$ cat src/rtl/comm_pkg.sv
// Shared definitions for the host-side UART command master: baud default,
// master sequencing states and the command/response encoding.
package comm_pkg;

  localparam int BAUD_DIV_DEF = 109;
  localparam int BAUD_CNT_W   = 12;

  typedef enum logic [1:0] {
    IDLE    = 2'd0,
    SEND_HI = 2'd1,
    SEND_LO = 2'd2
  } master_state_t;

  // Command word: [15:14] opcode, [13:8] register address, [7:0] data
  localparam logic [1:0] CMD_OP_READ  = 2'b00;
  localparam logic [1:0] CMD_OP_WRITE = 2'b01;
  localparam logic [7:0] RESP_ACK     = 8'hA5;

  typedef struct packed {
    logic [1:0] op;
    logic [5:0] addr;
    logic [7:0] data;
  } cmd_word_t;

  function automatic logic [15:0] make_cmd(input logic [1:0] op,
                                           input logic [5:0] addr,
                                           input logic [7:0] data);
    cmd_word_t w;
    w.op   = op;
    w.addr = addr;
    w.data = data;
    return w;
  endfunction

endpackage

$ cat src/rtl/uart_xcvr.sv
// 8N1 UART transmitter and receiver sharing one baud divisor; the two paths
// are completely independent apart from clock and reset.
module uart_xcvr
  import comm_pkg::*;
#(
  parameter int BAUD_DIV = BAUD_DIV_DEF
) (
  input  logic       clk,
  input  logic       rst_n,
  input  logic       tx_start,
  input  logic [7:0] tx_data,
  output logic       tx_last,
  output logic       TX,
  input  logic       RX,
  input  logic       clr_rdy,
  output logic [7:0] resp,
  output logic       resp_cmplt
);

  localparam logic [BAUD_CNT_W-1:0] BAUD_LAST      = BAUD_CNT_W'(BAUD_DIV - 1);
  localparam logic [BAUD_CNT_W-1:0] BAUD_HALF_LAST = BAUD_CNT_W'(BAUD_DIV / 2 - 1);

  // ---------------- transmitter ----------------
  logic [BAUD_CNT_W-1:0] tx_baud_reg;
  logic [3:0]            tx_bit_reg;
  logic [8:0]            tx_shift_reg;
  logic                  tx_busy_reg;
  logic                  tx_line_reg;

  // Final clock of the stop bit; a new start may be accepted in this same
  // cycle so consecutive frames run back-to-back.
  assign tx_last = tx_busy_reg && (tx_baud_reg == BAUD_LAST) && (tx_bit_reg == 4'd9);
  assign TX      = tx_line_reg;

  always_ff @(posedge clk or negedge rst_n) begin
    if (!rst_n) begin
      tx_baud_reg  <= '0;
      tx_bit_reg   <= '0;
      tx_shift_reg <= '1;
      tx_busy_reg  <= 1'b0;
      tx_line_reg  <= 1'b1;
    end else if (tx_start && (!tx_busy_reg || tx_last)) begin
      tx_shift_reg <= {1'b1, tx_data};
      tx_line_reg  <= 1'b0;
      tx_baud_reg  <= '0;
      tx_bit_reg   <= '0;
      tx_busy_reg  <= 1'b1;
    end else if (tx_busy_reg) begin
      if (tx_baud_reg == BAUD_LAST) begin
        tx_baud_reg <= '0;
        if (tx_bit_reg == 4'd9) begin
          tx_busy_reg <= 1'b0;
        end else begin
          tx_line_reg  <= tx_shift_reg[0];
          tx_shift_reg <= {1'b1, tx_shift_reg[8:1]};
          tx_bit_reg   <= tx_bit_reg + 4'd1;
        end
      end else begin
        tx_baud_reg <= tx_baud_reg + 1'b1;
      end
    end
  end

  // ---------------- receiver ----------------
  logic [1:0]            rx_sync_reg;
  logic                  rx_prev_reg;
  logic                  rx_busy_reg;
  logic [BAUD_CNT_W-1:0] rx_baud_reg;
  logic [3:0]            rx_bit_reg;
  logic [7:0]            rx_shift_reg;
  logic [7:0]            resp_reg;
  logic                  resp_cmplt_reg;
  logic                  rx_s;
  logic                  rx_start_ok;
  logic                  rx_done;

  assign rx_s = rx_sync_reg[1];

  // bit slot 0 is the start bit, 1..8 data, 9 the stop bit
  assign rx_start_ok = rx_busy_reg && (rx_bit_reg == 4'd0) &&
                       (rx_baud_reg == BAUD_HALF_LAST) && !rx_s;
  assign rx_done     = rx_busy_reg && (rx_bit_reg == 4'd9) && (rx_baud_reg == BAUD_LAST);

  always_ff @(posedge clk or negedge rst_n) begin
    if (!rst_n) begin
      rx_sync_reg <= 2'b11;
      rx_prev_reg <= 1'b1;
    end else begin
      rx_sync_reg <= {rx_sync_reg[0], RX};
      rx_prev_reg <= rx_s;
    end
  end

  always_ff @(posedge clk or negedge rst_n) begin
    if (!rst_n) begin
      rx_busy_reg  <= 1'b0;
      rx_baud_reg  <= '0;
      rx_bit_reg   <= '0;
      rx_shift_reg <= '0;
    end else if (!rx_busy_reg) begin
      if (rx_prev_reg && !rx_s) begin
        rx_busy_reg <= 1'b1;
        rx_baud_reg <= '0;
        rx_bit_reg  <= '0;
      end
    end else if (rx_bit_reg == 4'd0) begin
      if (rx_baud_reg == BAUD_HALF_LAST) begin
        // start bit high at its centre: treat the edge as a glitch
        if (rx_s) begin
          rx_busy_reg <= 1'b0;
        end else begin
          rx_baud_reg <= '0;
          rx_bit_reg  <= 4'd1;
        end
      end else begin
        rx_baud_reg <= rx_baud_reg + 1'b1;
      end
    end else if (rx_baud_reg == BAUD_LAST) begin
      rx_baud_reg <= '0;
      if (rx_bit_reg == 4'd9) begin
        rx_busy_reg <= 1'b0;
      end else begin
        rx_shift_reg <= {rx_s, rx_shift_reg[7:1]};
        rx_bit_reg   <= rx_bit_reg + 4'd1;
      end
    end else begin
      rx_baud_reg <= rx_baud_reg + 1'b1;
    end
  end

  // Completion takes priority over a simultaneous clear.
  always_ff @(posedge clk or negedge rst_n) begin
    if (!rst_n) begin
      resp_reg       <= 8'h00;
      resp_cmplt_reg <= 1'b0;
    end else if (rx_done) begin
      resp_reg       <= rx_shift_reg;
      resp_cmplt_reg <= 1'b1;
    end else if (clr_rdy || rx_start_ok) begin
      resp_cmplt_reg <= 1'b0;
    end
  end

  assign resp       = resp_reg;
  assign resp_cmplt = resp_cmplt_reg;

endmodule

$ cat src/rtl/comm_master.sv
// Host command master: latches a 16-bit command and sends it as two UART
// bytes (high first), flagging completion; responses come from uart_xcvr.
module comm_master
  import comm_pkg::*;
#(
  parameter int BAUD_DIV = BAUD_DIV_DEF
) (
  input  logic        clk,
  input  logic        rst_n,
  input  logic        snd_cmd,
  input  logic [15:0] cmd,
  output logic        TX,
  input  logic        RX,
  output logic        cmd_cmplt,
  output logic [7:0]  resp,
  output logic        resp_cmplt,
  input  logic        clr_rdy
);

  localparam logic [1:0] ST_IDLE    = IDLE;
  localparam logic [1:0] ST_SEND_HI = SEND_HI;
  localparam logic [1:0] ST_SEND_LO = SEND_LO;

  logic [1:0]  state_reg, state_next;
  logic [15:0] hold_reg, hold_next;
  logic        launch_reg, launch_next;
  logic        cmd_cmplt_reg, cmd_cmplt_next;
  logic        tx_start;
  logic [7:0]  tx_data;
  logic        tx_last;

  always_comb begin
    state_next     = state_reg;
    hold_next      = hold_reg;
    launch_next    = 1'b0;
    cmd_cmplt_next = cmd_cmplt_reg;
    case (state_reg)
      ST_IDLE: begin
        if (snd_cmd) begin
          hold_next      = cmd;
          launch_next    = 1'b1;
          cmd_cmplt_next = 1'b0;
          state_next     = ST_SEND_HI;
        end
      end
      ST_SEND_HI: begin
        if (tx_last) state_next = ST_SEND_LO;
      end
      ST_SEND_LO: begin
        if (tx_last) begin
          cmd_cmplt_next = 1'b1;
          state_next     = ST_IDLE;
        end
      end
      default: state_next = ST_IDLE;
    endcase
  end

  always_ff @(posedge clk or negedge rst_n) begin
    if (!rst_n) begin
      state_reg     <= ST_IDLE;
      hold_reg      <= 16'h0000;
      launch_reg    <= 1'b0;
      cmd_cmplt_reg <= 1'b0;
    end else begin
      state_reg     <= state_next;
      hold_reg      <= hold_next;
      launch_reg    <= launch_next;
      cmd_cmplt_reg <= cmd_cmplt_next;
    end
  end

  // High byte launches from the freshly loaded holding register; the low
  // byte is chained onto the last stop-bit clock of the high byte.
  assign tx_start = launch_reg || ((state_reg == ST_SEND_HI) && tx_last);
  assign tx_data  = launch_reg ? hold_reg[15:8] : hold_reg[7:0];

  assign cmd_cmplt = cmd_cmplt_reg;

  uart_xcvr #(
    .BAUD_DIV(BAUD_DIV)
  ) u_xcvr (
    .clk        (clk),
    .rst_n      (rst_n),
    .tx_start   (tx_start),
    .tx_data    (tx_data),
    .tx_last    (tx_last),
    .TX         (TX),
    .RX         (RX),
    .clr_rdy    (clr_rdy),
    .resp       (resp),
    .resp_cmplt (resp_cmplt)
  );

endmodule

$ cat config.mk
export PLATFORM = sky130hd
export DESIGN_NAME = comm_master
export DESIGN_NICKNAME = d
export VERILOG_FILES = /design/src/rtl/comm_pkg.sv /design/src/rtl/uart_xcvr.sv /design/src/rtl/comm_master.sv
export SDC_FILE = /design/constraint.sdc
export NUM_CORES = 1
export LEC_CHECK = 0
export CAP_MARGIN = 15
export CORE_MARGIN = 10
export CORE_UTILIZATION = 60
export CTS_CLUSTER_DIAMETER = 30
export DETAILED_ROUTE_END_ITERATION = 16
export PLACE_DENSITY = 0.79
export SYNTH_ARGS = -nofsm -noshare
export SYNTH_HDL_FRONTEND = slang
export SYNTH_SLANG_ARGS = --single-unit
export TNS_END_PERCENT = 50
$ cat constraint.sdc
create_clock -name clk -period 5.6 [get_ports clk]
set_input_delay 0.84 -clock clk [delete_from_list [all_inputs] [get_ports clk]]
set_output_delay 0.84 -clock clk [all_outputs]
set_load 0.005 [all_outputs]
======== Word level (Yosys, flattened, before mapping) ========
Index checks and enable logic that the tools add are counted.
storage, ports and cells
  input port bits ......................... 21
  bits in registers ....................... 84
  memory bits (read-only) ................. 0
  RAM bits ................................ 0
  latch bits .............................. 0
  memories kept ........................... 0
  output and inout port bits .............. 11
operators by class
  divide/modulo/power cells ............... 0
  shift operators ......................... 0
  reductions and logical operators ........ 29
  multipliers ............................. 0
  multiplexer cells ....................... 51
  magnitude comparators ................... 0
  add/sub/neg operators ................... 4
  bitwise logic cells ..................... 2
  equal/unequal tests ..................... 16
operators by type and width
  kind                     count
  $mux W12                 9
  $mux W4                  11
  $mux W9                  4
  $add A12 B1 Y12 const B  2
  $eq A12 B7 Y1 const B    2
  $mux W1                  21
  $eq A12 B6 Y1 const B    1
  $ne A3 B3 Y1 const B     4
  $logic_and A1 B1 Y1      10
  $reduce_bool A2 Y1       5
  $reduce_and A3 Y1        3
  $add A4 B1 Y4 const B    2
  $eq A4 B4 Y1 const B     2
  $mux W8                  1
  $mux W2                  3
  $ne A2 B2 Y1 const B     3
  $pmux W2 S3              1
  $reduce_and A5 Y1        1
  $logic_not A4 Y1         1
  $ne A4 B4 Y1 const B     1
  $reduce_and A2 Y1        2
  $reduce_and A4 Y1        1
  $logic_or A1 B1 Y1       3
  $eq A2 B1 Y1 const B     1
  6 further kinds          8

======== Longest topological paths before layout ========
Gate-level depths: netlist of run 1.
  depth after elaboration ................. 8
  gate-level depth with buffers ........... 9

======== Cells and area by module ========
From an unflattened synthesis of run 1, not the netlist that was laid out.
unflattened totals
  cell total of the unflattened synthesis .. 353
  area total of the unflattened synthesis .. 4045.1 µm²
modules (own cells, without submodules)
  module       instances  area each (µm²)  cells an instance  sequential area each (µm²)
  uart_xcvr    1          3129.3           295                1591.5
  comm_master  1          915.9            58                 500.5

======== Worst setup path after synthesis of run 1 ========
No wires, ideal clock.
  kind .................................... reg2reg
  from .................................... register u_xcvr.rx_bit_reg[1]
  to ...................................... register u_xcvr.rx_baud_reg[4]
  library setup time ...................... 0.121 ns
  slack ................................... 3.461 ns
  stages on the path, launching flop included .. 10
  buffers on the path ..................... 2
  arrival time ............................ 2.018 ns
  cell sequence ........................... dfrtp_1 inv_1 ha_1 or3b_1 clkbuf_1 nor3_2 o21ai_1 buf_2 a31o_2 a22o_1
on the way
  word-level cells in the longest chain between the ends .. 3
  elaborated cells between the ends (all ways) .. 5
RTL lines
  what                                                            line              RTL
  start, declared                                                 uart_xcvr.sv:69   logic [3:0] rx_bit_reg;
  start signal, assigned                                          uart_xcvr.sv:124  rx_bit_reg <= rx_bit_reg + 4'd1;
  $logic_not A4 Y1 (*)                                            uart_xcvr.sv:106  end else if (rx_bit_reg == 4'd0) begin
  $ne A4 B4 Y1 (no source line) or $mux W12 (tied branches)       -
  $reduce_and A2 Y1 (no source line) or $mux W12 (tied branches)  -
  end signal, assigned                                            uart_xcvr.sv:116  rx_baud_reg <= rx_baud_reg + 1'b1;
  end signal, assigned                                            uart_xcvr.sv:127  rx_baud_reg <= rx_baud_reg + 1'b1;
  end, declared                                                   uart_xcvr.sv:68   logic [BAUD_CNT_W-1:0] rx_baud_reg;
Every way passes the cells marked *; elsewhere a longest branch is shown, timed or not.
A chain may end at the register's enable or synchronous reset.

======== Final worst setup path of run 1 ========
  from .................................... register u_xcvr.tx_baud_reg[0]
  to ...................................... register u_xcvr.tx_shift_reg[3]
on the way
  word-level cells in the longest chain between the ends .. 8
  elaborated cells between the ends (all ways) .. 12
RTL lines
  what                                                                 line                              RTL
  start, declared                                                      uart_xcvr.sv:24                   logic [BAUD_CNT_W-1:0] tx_baud_reg;
  start signal, assigned                                               uart_xcvr.sv:59                   tx_baud_reg <= tx_baud_reg + 1'b1;
  $eq A12 B7 Y1 (*)                                                    uart_xcvr.sv:32, uart_xcvr.sv:49
  $logic_and A1 B1 Y1 (2 in a row)                                     uart_xcvr.sv:32                   assign tx_last = tx_busy_reg && (tx_baud_reg == BAUD_LAST) && (tx_bit_reg == 4'd9);
  $logic_and A1 B1 Y1                                                  comm_master.sv:75                 assign tx_start = launch_reg || ((state_reg == ST_SEND_HI) && tx_last);
  $logic_or A1 B1 Y1                                                   comm_master.sv:75
  $logic_and A1 B1 Y1                                                  uart_xcvr.sv:42                   end else if (tx_start && (!tx_busy_reg || tx_last)) begin
  $ne A2 B1 Y1 (no source line) or $reduce_bool A2 Y1 (tied branches)  -
  $reduce_and A3 Y1 (no source line)                                   -
  end signal, assigned                                                 uart_xcvr.sv:43                   tx_shift_reg <= {1'b1, tx_data};
  end signal, assigned                                                 uart_xcvr.sv:55                   tx_shift_reg <= {1'b1, tx_shift_reg[8:1]};
  end, declared                                                        uart_xcvr.sv:26                   logic [8:0] tx_shift_reg;
Marked as above.

==> out/summary.txt, run 1 <==
Critical Path Source Type: flip-flop
Actual slew at the worst max-slew pin: 1020 ps
Max-slew violations: 0
Layout cells sized above 1: 17.9%
PnR Total Power: 1.41 mW
Cells after Synth: 380
Synth Area in Compound Gates: 15.0%
Layout area overhead: 14.2%
First-pass iteration count of the detailed router: 5
Post-synthesis adder-cell area fraction: 3.07%
#FFs+latches synth: 83
Most frequent cells in the layout: 71 x dfrtp_1, 36 x nand2_1, 34 x o21ai_0
Post-synthesis mux area share: 11.1%
Initial DRC count: 195
Status: complete, no violations
Main combinational cell family by area after synthesis: simple AND/OR/NAND/NOR gates
Commonest non-fill, non-tap cell in the layout: dfrtp_1
R2r setup slk: 2880 ps
Vias in the first global route: 2953
Post-synthesis cell area: 0.00407 mm2
Drt wl/cell: 17.0 um
Ports: 32
Power Density: 302 mW/mm2
Simple-Gate Fraction of Synth Area: 16.0%
Vias per cell: 6.07
Inserted Diodes: 0
Number of max-cap violations: 0
Nets: 440
Ys flop type: dfrtp_1
Resize count post-CTS: 0
Die X: 102 um
Die Span Y: 102 um
Max frequency: 0.368 GHz
Clk_lat worst skew: 360 ps
CTS tree: done
Final Hold Fails: 0
Static Leakage: 2.02 nW
Max FFs per register: 16
Setup TNS: 0 ps
Global-route wire length before repair: 14.2 mm
CP required: 5880 ps
Final core occ: 72.0%
CTS clk-pin slew, worst paths: 90 ps
Syn nets: 411
Worst hold path class: flip-flop to flip-flop
Critical path peak fanout: 19
DRC Markers: 0
Pin count of the biggest net entering global routing: 84
Num CTS Buffers: 9
Post-synthesis xor/xnor area fraction: 0.215%
Routability Congestion: 0.816
Final WL: 8.33 mm
Hold buffer count at cts: 0
Max IR drop VDD: 0.000228 V
Setup repair bufs after CTS: 0
Global route overflow: 0
IO Port Bufs: 31
Clk_skew: 9.06 ps
Arr. time, crit path: 2990 ps
Slew HR: 32.2%
Asr flop ratio synth: 100%
CTS Sinks: 83
CORE AREA: 0.00646 mm2
Setup-failing EPs final: 0
Number of synthesized flops with an enable pin: 0
DRT antenna net count: 0
Crit path kind: flip-flop to flip-flop
# rows: 29
GRT Total Usage: 17.0%
Mapped Avg Cell Area: 10.7 um2
Fill cells: 459
H-tree Lvls: 3
DP Wirelength: 5.51 mm
Clock buffer depth: 2
Synth warn: 0
Root buf cell: clkbuf_8
Die area: 0.0105 mm2
Post-synthesis sequential area ratio: 51.4%
Netlist cell types: 60
RSZ-0062 raised after global routing: false
Crit end category: flip-flop
Tmin final: 2720 ps
Initial Util: 63.0%
Vias: 2982
Antenna violations before repair: 0
Post-route clock period utilization: 48.5%
[worst paths after layout]
check                                                       start                                  to  depth (start not counted)
worst max-delay path            u_xcvr.tx_baud_reg[0]$_DFFE_PN0P_  u_xcvr.tx_shift_reg[3]$_DFFE_PN1P_                          7
worst min register to register    u_xcvr.rx_sync_reg[0]$_DFF_PN1_     u_xcvr.rx_sync_reg[1]$_DFF_PN1_                          0
worst min-delay path              u_xcvr.rx_sync_reg[0]$_DFF_PN1_     u_xcvr.rx_sync_reg[1]$_DFF_PN1_                          0
worst max register to register  u_xcvr.tx_baud_reg[0]$_DFFE_PN0P_  u_xcvr.tx_shift_reg[3]$_DFFE_PN1P_                          7
min in group asynchronous                                   rst_n   u_xcvr.tx_baud_reg[7]$_DFFE_PN0P_                          1
max in group asynchronous                                   rst_n          u_xcvr.resp[5]$_DFFE_PN0P_                          1
[synthesized netlist by cell type (3+ instances only)]
library cell	count	share of area (%)
a22oi_1	9	1.7
mux2i_1	9	2.2
nor2b_1	4	0.61
ha_1	10	3.1
nand4_1	7	1.1
dfstp_2	12	7.7
nand3_1	18	2.2
nor2_1	15	1.4
inv_1	18	1.7
nand2b_1	7	1.1
nor3_1	5	0.61
o211ai_1	3	0.55
a21oi_1	5	0.61
o22ai_1	4	0.61
o21ai_0	34	4.2
buf_2	3	0.37
clkbuf_1	10	0.92
a31oi_1	7	1.1
o31ai_1	4	0.74
dfrtp_1	71	44
nand3b_1	3	0.55
and2_1	4	0.61
o21ai_1	5	0.61
o41ai_1	3	0.65
nor3b_1	3	0.55
nand2_1	36	3.3
mux2_2	32	8.9
[metal layers]
metal | up-vias | track usage, % | share of wire (%)
met3 | 13 | 5.53 | 5.7
li1 | 1448 | - | -
met4 | 0 | 5.10 | 1.2
met2 | 78 | 25.4 | 47
met5 | - | 0 | 0
met1 | 1443 | 23.0 | 46
[power by group]
| group | internal, mW | switching, mW |
|---|---|---|
| clock network | 0.268 | 0.228 |
| logic | 0.0895 | 0.0954 |
| registers | 0.655 | 0.0700 |
[cell type report]
type,count,area (um2),area share (%)
clock buffer,10,138,2.96
multi-input combinational,265,1850,39.7
timing repair buffer,32,315,6.78
inverter,18,67.6,1.45
sequential,83,2090,45.0
clock inverter,6,93.8,2.02
tap,77,96.3,2.07
[metrics by stage]
| stage | std cells | setup slack (ps) | area [um2] | hold slack, ps |
|---|---|---|---|---|
| after floorplan | 380 | 3460 | 4070 | 345 |
| after global placement | 475 | 3040 | 4420 | 345 |
| after detailed placement | 475 | 2940 | 4420 | 348 |
| after CTS | 491 | 2880 | 4650 | 362 |
| after global routing | 491 | 2680 | 4650 | 368 |
| final | 491 | 2880 | 4650 | 361 |
[critical path: stages (launching register included)]
cell and delay (ps):
dfrtp_1 460, inv_1 90, ha_1 150, or4b_4 500, o31ai_4 670, o21ai_2 340
a22oi_1 290, o21ai_0 130
[logic make-up (layout without fill, tap and decap cells)]
logic type | count (synthesis) | after routing
simple gates | 121 | 121
compound gates | 92 | 92
flops | 83 | 83
mux | 41 | 41
buf+inv | 32 | 66
fa+ha+maj | 10 | 10
xor+xnor | 1 | 1
Power figures use the tool's default switching activity.
==> inputs of run 2 (changes only) <==
--- a/config.mk
+++ b/config.mk
@@ -7,10 +7,10 @@
 export LEC_CHECK = 0
 export CAP_MARGIN = 15
 export CORE_MARGIN = 10
-export CORE_UTILIZATION = 60
+export CORE_UTILIZATION = 52
 export CTS_CLUSTER_DIAMETER = 30
 export DETAILED_ROUTE_END_ITERATION = 16
-export PLACE_DENSITY = 0.79
+export PLACE_DENSITY = 0.72
 export SYNTH_ARGS = -nofsm -noshare
 export SYNTH_HDL_FRONTEND = slang
 export SYNTH_SLANG_ARGS = --single-unit
==> constraint.sdc (replaced) <==
create_clock -name clk -period 2.42 [get_ports clk]
set_input_delay 0.363 -clock clk [delete_from_list [all_inputs] [get_ports clk]]
set_output_delay 0.363 -clock clk [all_outputs]
set_load 0.005 [all_outputs]
==> run 2 against run 1 <==
  * Critical path depth rose by 1
  * Count of clock-buffer cells in the layout fell by 1
  * Non-clock buffer count rose by 12
  * First-iteration DRC count fell by 11%
  * Global-route usage fell by 2.8 points
  * Combinational power rose to 2.7 times the previous value
  * Design area rose by 1.9%
  * Critical endpoint is now u_xcvr.rx_bit_reg[3]$_DFFE_PN0P_
  * Routed wire length fell by 5.1%
  * Sequential share of layout area fell by 0.85 points
  * Die area rose by 12%
  * Flip-flop and latch count did not move
==> out/summary.txt, run 2 (synthesis gave the netlist of run 1 again) <==
Status: complete, no violations
CTS tree: done
Routability Congestion: 0.847 (+3.8%)
Layout cells sized above 1: 20.4% (+2.5 points)
Clk_skew: 12.3 ps (+3.25 ps)
Final hold slack: 361 ps (+0.356 ps)
Area post-placement: 0.00455 mm2 (+2.9%)
Worst hold path class: flip-flop to flip-flop
Critical Path Source Type: flip-flop
Die area: 0.0118 mm2 (+12%)
Initial Util: 53.0% (-10 points)
Clk_lat worst skew: 350 ps (about the same)
CTS Sinks: 83 (unchanged)
Final WL: 7.91 mm (-5.1%)
Crit end category: flip-flop
Global route overflow: 0 (unchanged)
Comb pwr share: 16.3% (+3.1 points)
Global-route wire length before repair: 13.5 mm (-5.2%)
PnR Total Power: 3.04 mW (+120%)
Non-filler cells, final: 528 (+7.5%)
DRT antenna net count: 0 (unchanged)
Setup-failing EPs final: 0 (unchanged)
Vias in the first global route: 2816 (-4.6%)
CP peak stage delay: 470 ps (-200 ps)
Critical path peak fanout: 10 (-9)
Met2 Usage GRT: 21.2% (-4.2 points)
DP Worst Slack: 110 ps (-2830 ps)
Sequential Power Share: 54.3% (+2.7 points)
Clock buffer depth: 2 (unchanged)
Met1 Usage GRT: 19.0% (-3.9 points)
Most frequent cells in the layout: 71 x dfrtp_1, 36 x nand2_1, 33 x o21ai_0
Max IR drop VDD: 0.000505 V (+120%)
First-pass iteration count of the detailed router: 4 (-1)
Met3 Track Usage GR: 4.34% (-1.2 points)
CORE AREA: 0.00769 mm2 (+19%)
Crit path kind: flip-flop to flip-flop
IO Port Bufs: 31 (unchanged)
Slew HR: 54.7% (+22 points)
Inserted Diodes: 0 (unchanged)
Commonest non-fill, non-tap cell in the layout: dfrtp_1
GRT Total Usage: 14.2% (-2.8 points)
Sw Pwr: 905 uW (+130%)
Actual slew at the worst max-slew pin: 677 ps (-339 ps)
Nets: 452 (+2.7%)
Pin count of the biggest net entering global routing: 51 (-39%)
Power Density: 641 mW/mm2 (+110%)
Max-slew violations: 0 (unchanged)
DP Wirelength: 5.68 mm (+3.1%)
CTS clk-pin slew, worst paths: 90 ps (about the same)
Ports: 32 (unchanged)
Net Sw Frac: 29.8% (+1.8 points)
Post-route clock period utilization: 92.6% (+44 points)
Inst Count DP: 511 (+7.6%)
Setup TNS: 0 ps (unchanged)
Vias per cell: 5.65 (-7.0%)
Max FFs per register: 16 (unchanged)
CP required: 2710 ps (-3170 ps)
DRC Markers: 0 (unchanged)
Root buf cell: clkbuf_8
Final Hold Fails: 0 (unchanged)
Layout area overhead: 16.4%
Vias: 2982 (unchanged)
RSZ-0062 raised after global routing: false
Tmin final: 2240 ps (-475 ps)
Final instance area: 0.00474 mm2 (+1.9%)
Setup ws final: 179 ps (-2700 ps)
Arr. time, crit path: 2530 ps (-460 ps)
Initial DRC count: 173 (-11%)
Die X: 108 um (+6.0%)
Max frequency: 0.446 GHz (+21%)
Number of max-cap violations: 0 (unchanged)
Final core occ: 61.7% (-10 points)
Crit path cell chain: inv_1, ha_1, or3b_4, nor3_2, o21ai_1, buf_4, or4_1, nand3_1
Antenna violations before repair: 0 (unchanged)
H-tree Lvls: 3 (unchanged)
# rows: 32 (+10%)
Clock group share of total power: 29.4% (-5.9 points)
Static Leakage: 2.05 nW (+1.7%)
Pint: 2.14 mW (+110%)
Busiest grt layer: met2
Worst path slowest cell: or4_1
Num CTS Buffers: 9 (unchanged)
Die Span Y: 108 um (+6.0%)
Drt wl/cell: 15.0 um (-12%)
-- run 2: changes by cell type in the layout (fill, tap and decap cells not counted), sizes merged --
cell	previous run	this run
buf	2	13
clkinv	0	3
dlygate4sd3	0	1
clkbuf	10	9
bufinv	2	0
inv	21	20
clkinvlp	1	2
-- run 2: layer usage --
metal	vias to the layer above	wire length, um
met5	-	0
met4	0	90
met3	6	301
met2	54	3730
met1	1447	3790
li1	1475	-
-- run 2: final timing paths --
check,start,to,slack [ps],cells after the start
worst max-delay path,u_xcvr.rx_bit_reg[1]$_DFFE_PN0P_,u_xcvr.rx_bit_reg[3]$_DFFE_PN0P_,180,8
worst min-delay path,u_xcvr.rx_sync_reg[0]$_DFF_PN1_,u_xcvr.rx_sync_reg[1]$_DFF_PN1_,360,0
worst max register to register,u_xcvr.rx_bit_reg[1]$_DFFE_PN0P_,u_xcvr.rx_bit_reg[3]$_DFFE_PN0P_,180,8
worst min register to register,u_xcvr.rx_sync_reg[0]$_DFF_PN1_,u_xcvr.rx_sync_reg[1]$_DFF_PN1_,360,0
max in group asynchronous,rst_n,u_xcvr.rx_sync_reg[1]$_DFF_PN1_,1270,3
min in group asynchronous,rst_n,hold_reg[14]$_DFFE_PN0P_,490,2
-- run 2: worst max-delay path: cells and delay by family (launching register included) --
| family | cells | cell delay, ps |
|---|---|---|
| fa+ha+maj | 1 | 160 |
| simple gates | 4 | 1200 |
| flops | 1 | 420 |
| compound gates | 1 | 110 |
| buf+inv | 2 | 290 |
-- run 2: area by class of cell --
cell class | count | area (um2)
Timing Repair Buffer | 44 | 420
Inverter | 18 | 67.6
Fill cell | 640 | 2950
Multi-Input combinational cell | 265 | 1860
Tap cell | 102 | 128
Clock inverter | 7 | 51.3
Clock buffer | 9 | 124
Sequential cell | 83 | 2090
-- run 2: repair_timing --
item,in CTS,in global routing
endpoints found under the hold margin,24,0
buffers inserted,0,0
gates resized for setup,0,3
setup endpoints to repair,0,11
hold buffers,1,0
-- run 2: power groups by stage --
| stage | Combinational (mW) | Clock (mW) | Sequential (mW) |
|---|---|---|---|
| detailed placement | 0.491 | 0 | 1.67 |
| CTS | 0.492 | 0.921 | 1.65 |
| floorplan | 0.337 | 0 | 1.64 |
| global route | 0.564 | 0.982 | 1.67 |
| finish | 0.494 | 0.895 | 1.65 |
| global placement | 0.470 | 0 | 1.67 |
==> inputs of run 3 (changes only) <==
--- a/config.mk
+++ b/config.mk
@@ -13,5 +13,6 @@
 export PLACE_DENSITY = 0.72
 export SYNTH_ARGS = -nofsm -noshare
 export SYNTH_HDL_FRONTEND = slang
+export SYNTH_HIERARCHICAL = 1
 export SYNTH_SLANG_ARGS = --single-unit
 export TNS_END_PERCENT = 50
==> run 3 against run 2 <==
  * The run now ends with negative setup slack left
  * Hold slack lost 340 ps
  * Non-clock buffer count rose by 34
  * Maximum frequency down 17%
  * First-iteration DRC count shrank 29%
  * Routed wire length up 2.6%
  * Critical endpoint is now u_xcvr/tx_bit_reg[3]$_DFFE_PN0P_
==> out/summary.txt, run 3 <==
Status: complete, but fails checks
Failing checks: negative setup slack
Reg2Reg Depth: 11 (+3)
Max frequency: 0.370 GHz (-17%)
CP required: 2650 ps (-60 ps)
Root buf cell: clkbuf_8
Crit end category: flip-flop
Crit path from: u_xcvr/tx_baud_reg[9]$_DFFE_PN0P_
Max FFs per register: 16 (unchanged)
Mapped Avg Cell Area: 11.5 um2 (+7.0%)
Post-route clock period utilization: 112% (+19 points)
Number of synthesized flops with an enable pin: 0 (unchanged)
Setup ws final: -280 ps (-459 ps)
Die Span Y: 108 um (-0.26%)
Slew HR: 65.6% (+11 points)
Clock buffer depth: 2 (unchanged)
Static Leakage: 2.40 nW (+17%)
Reg-to-reg critical path startpoint: u_xcvr/tx_baud_reg[9]$_DFFE_PN0P_
Final Hold Fails: 0 (unchanged)
Critical path peak fanout: 6 (-4)
Most frequent cells in the layout: 71 x dfrtp_1, 32 x buf_4, 30 x mux2_2, 30 x clkdlybuf4s50_1, 27 x nor2_1
Critical Path Source Type: flip-flop
Clk_skew: 11.5 ps (-0.808 ps)
Final hold slack: 25.9 ps (-335 ps)
Vias in the first global route: 2889 (+2.6%)
H-tree Lvls: 3 (unchanged)
DRT antenna net count: 0 (unchanged)
Top cell type by total area after synthesis: dfrtp_1
Pin count of the biggest net entering global routing: 84 (+65%)
Power Density: 685 mW/mm2 (+6.9%)
Crit path kind: flip-flop to flip-flop
Clk_lat worst skew: 350 ps (about the same)
DP Wirelength: 5.27 mm (-7.2%)
Worst hold path class: input port to asynchronous set/reset pin
Post-synthesis sequential area ratio: 51.7% (+0.33 points)
# rows: 32 (unchanged)
Fill cells: 570 (-11%)
Ports: 32 (unchanged)
Number of max-cap violations: 0 (unchanged)
Post-synth top area share: 43.9% (+0.28 points)
Cells after Synth: 353 (-7.1%)
Global route overflow: 0 (unchanged)
Commonest non-fill, non-tap cell in the layout: dfrtp_1
DP Worst Slack: -284 ps (-394 ps)
Setup TNS: -4920 ps (-4920 ps)
Top post-synthesis cells by count: 71 x dfrtp_1, 31 x mux2_2, 31 x nor2_1
Synth warn: 6 (+6)
Setup crit end: u_xcvr/tx_bit_reg[3]$_DFFE_PN0P_
#FFs+latches synth: 83 (unchanged)
Tmin final: 2700 ps (+459 ps)
Antenna violations before repair: 0 (unchanged)
Actual slew at the worst max-slew pin: 512 ps (-165 ps)
PnR Total Power: 3.56 mW (+17%)
Layout area overhead: 28.5%
Vias per cell: 5.43 (-3.9%)
GRT Total Usage: 14.0% (-0.20 points)
DRC Markers: 0 (unchanged)
CTS tree: done
Max-slew violations: 0 (unchanged)
Max IR drop VDD: 0.000341 V (-32%)
Netlist cell types: 57 (-5.0%)
CTS clk-pin slew, worst paths: 80 ps (about the same)
Num CTS Buffers: 9 (unchanged)
Routability Congestion: 0.820 (-3.3%)
Worst r2r dst: u_xcvr/tx_bit_reg[3]$_DFFE_PN0P_
Syn nets: 384 (-6.6%)
Ys flop type: dfrtp_1
Nets: 462 (+2.2%)
CORE AREA: 0.00765 mm2 (-0.52%)
Arr. time, crit path: 2930 ps (+400 ps)
IO Port Bufs: 31 (unchanged)
CTS Sinks: 83 (unchanged)
Global-route wire length before repair: 13.2 mm (-1.9%)
First-pass iteration count of the detailed router: 4 (unchanged)
Count leader, synth: dfrtp_1
Layout cells sized above 1: 33.5% (+13 points)
RSZ-0062 raised after global routing: true
Synth area leaders: dfrtp_1 44%, mux2_2 8.6%, dfstp_2 7.8%, mux2_4 3.3%, ha_1 3.1%
Inserted Diodes: 0 (unchanged)
Initial Util: 52.9% (-0.066 points)
Die area: 0.0117 mm2 (-0.53%)
Initial DRC count: 122 (-29%)
R2r setup slk: -280 ps (-460 ps)
Post-synthesis cell area: 0.00405 mm2 (-0.65%)
Die X: 108 um (-0.26%)
Setup-failing EPs final: 26 (+26)
Final WL: 8.11 mm (+2.6%)
Vias: 2921 (-2.0%)
Asr flop ratio synth: 100% (unchanged)
Drt wl/cell: 15.1 um (+0.67%)
-- run 3: routing by layer --
layer,GRT usage (%),up-vias,wire length (um)
li1,-,1402,-
met1,17.7,1454,3710
met2,22.1,55,3960
met3,2.91,10,305
met4,7.06,0,133
met5,0,-,0
-- run 3: report_power, final --
| part | switching (mW) | leakage [nW] | internal, mW |
|---|---|---|---|
| Sequential | 0.136 | 1.06 | 1.55 |
| Combinational | 0.381 | 1.23 | 0.389 |
| Clock | 0.498 | 0.108 | 0.609 |
-- run 3: repair_timing --
action	4_1_cts	5_1_grt
gates cloned	1	1
setup buffers	9	6
gates resized for setup	15	20
hold buffers	0	0
pin swaps	9	19
endpoints found under the setup margin	22	30
-- run 3: worst min path at each step --
stage	from	end	slack [ps]	depth (start not counted)
global route	rst_n	u_xcvr/resp[3]$_DFFE_PN0P_	50	2
detailed placement	u_xcvr/rx_sync_reg[0]$_DFF_PN1_	u_xcvr/rx_sync_reg[1]$_DFF_PN1_	350	0
CTS	rst_n	u_xcvr/resp[3]$_DFFE_PN0P_	50	2
global placement	u_xcvr/rx_sync_reg[0]$_DFF_PN1_	u_xcvr/rx_sync_reg[1]$_DFF_PN1_	350	0
floorplan	rst_n	cmd_cmplt$_DFFE_PN0P_	70	0
finish	rst_n	u_xcvr/resp[3]$_DFFE_PN0P_	30	2
-- run 3: cell type report --
type / count / area [um2] / area share, %
Sequential cell: 83 / 2090 / 40.3
Multi-Input combinational cell: 242 / 1920 / 36.9
Timing Repair Buffer: 78 / 768 / 14.8
Clock buffer: 10 / 138 / 2.65
Tap cell: 102 / 128 / 2.46
Clock inverter: 6 / 88.8 / 1.71
Inverter: 17 / 63.8 / 1.23
-- run 3: through the flow --
stage               instances  area (um2)  util [%]
finish                    538        5200      68.0
global route              538        5200      68.0
CTS                       531        5050      66.1
detailed placement        505        4670      61.1
global placement          505        4670      61.1
floorplan                 353        4090         -
-- run 3: cells by family after synthesis --
family,share of synthesized area [%]
and+or+nand+nor,15.2
DFF,51.7
AOI/OAI and AO/OA,9.16
muxes,14.2
buffers and inverters,3.56
xor gates and xnor gates,3.03
adders and majority gates,3.09
-- run 3: worst max-delay path, stage by stage (launching register included) --
cell,delay (ps)
dfrtp_1,410
or4_4,530
or3_4,400
nor3_4,170
nand3b_1,190
nand2b_4,160
buf_4,130
a21oi_1,40
a21oi_2,130
buf_6,170
a21boi_4,180
o22ai_1,90
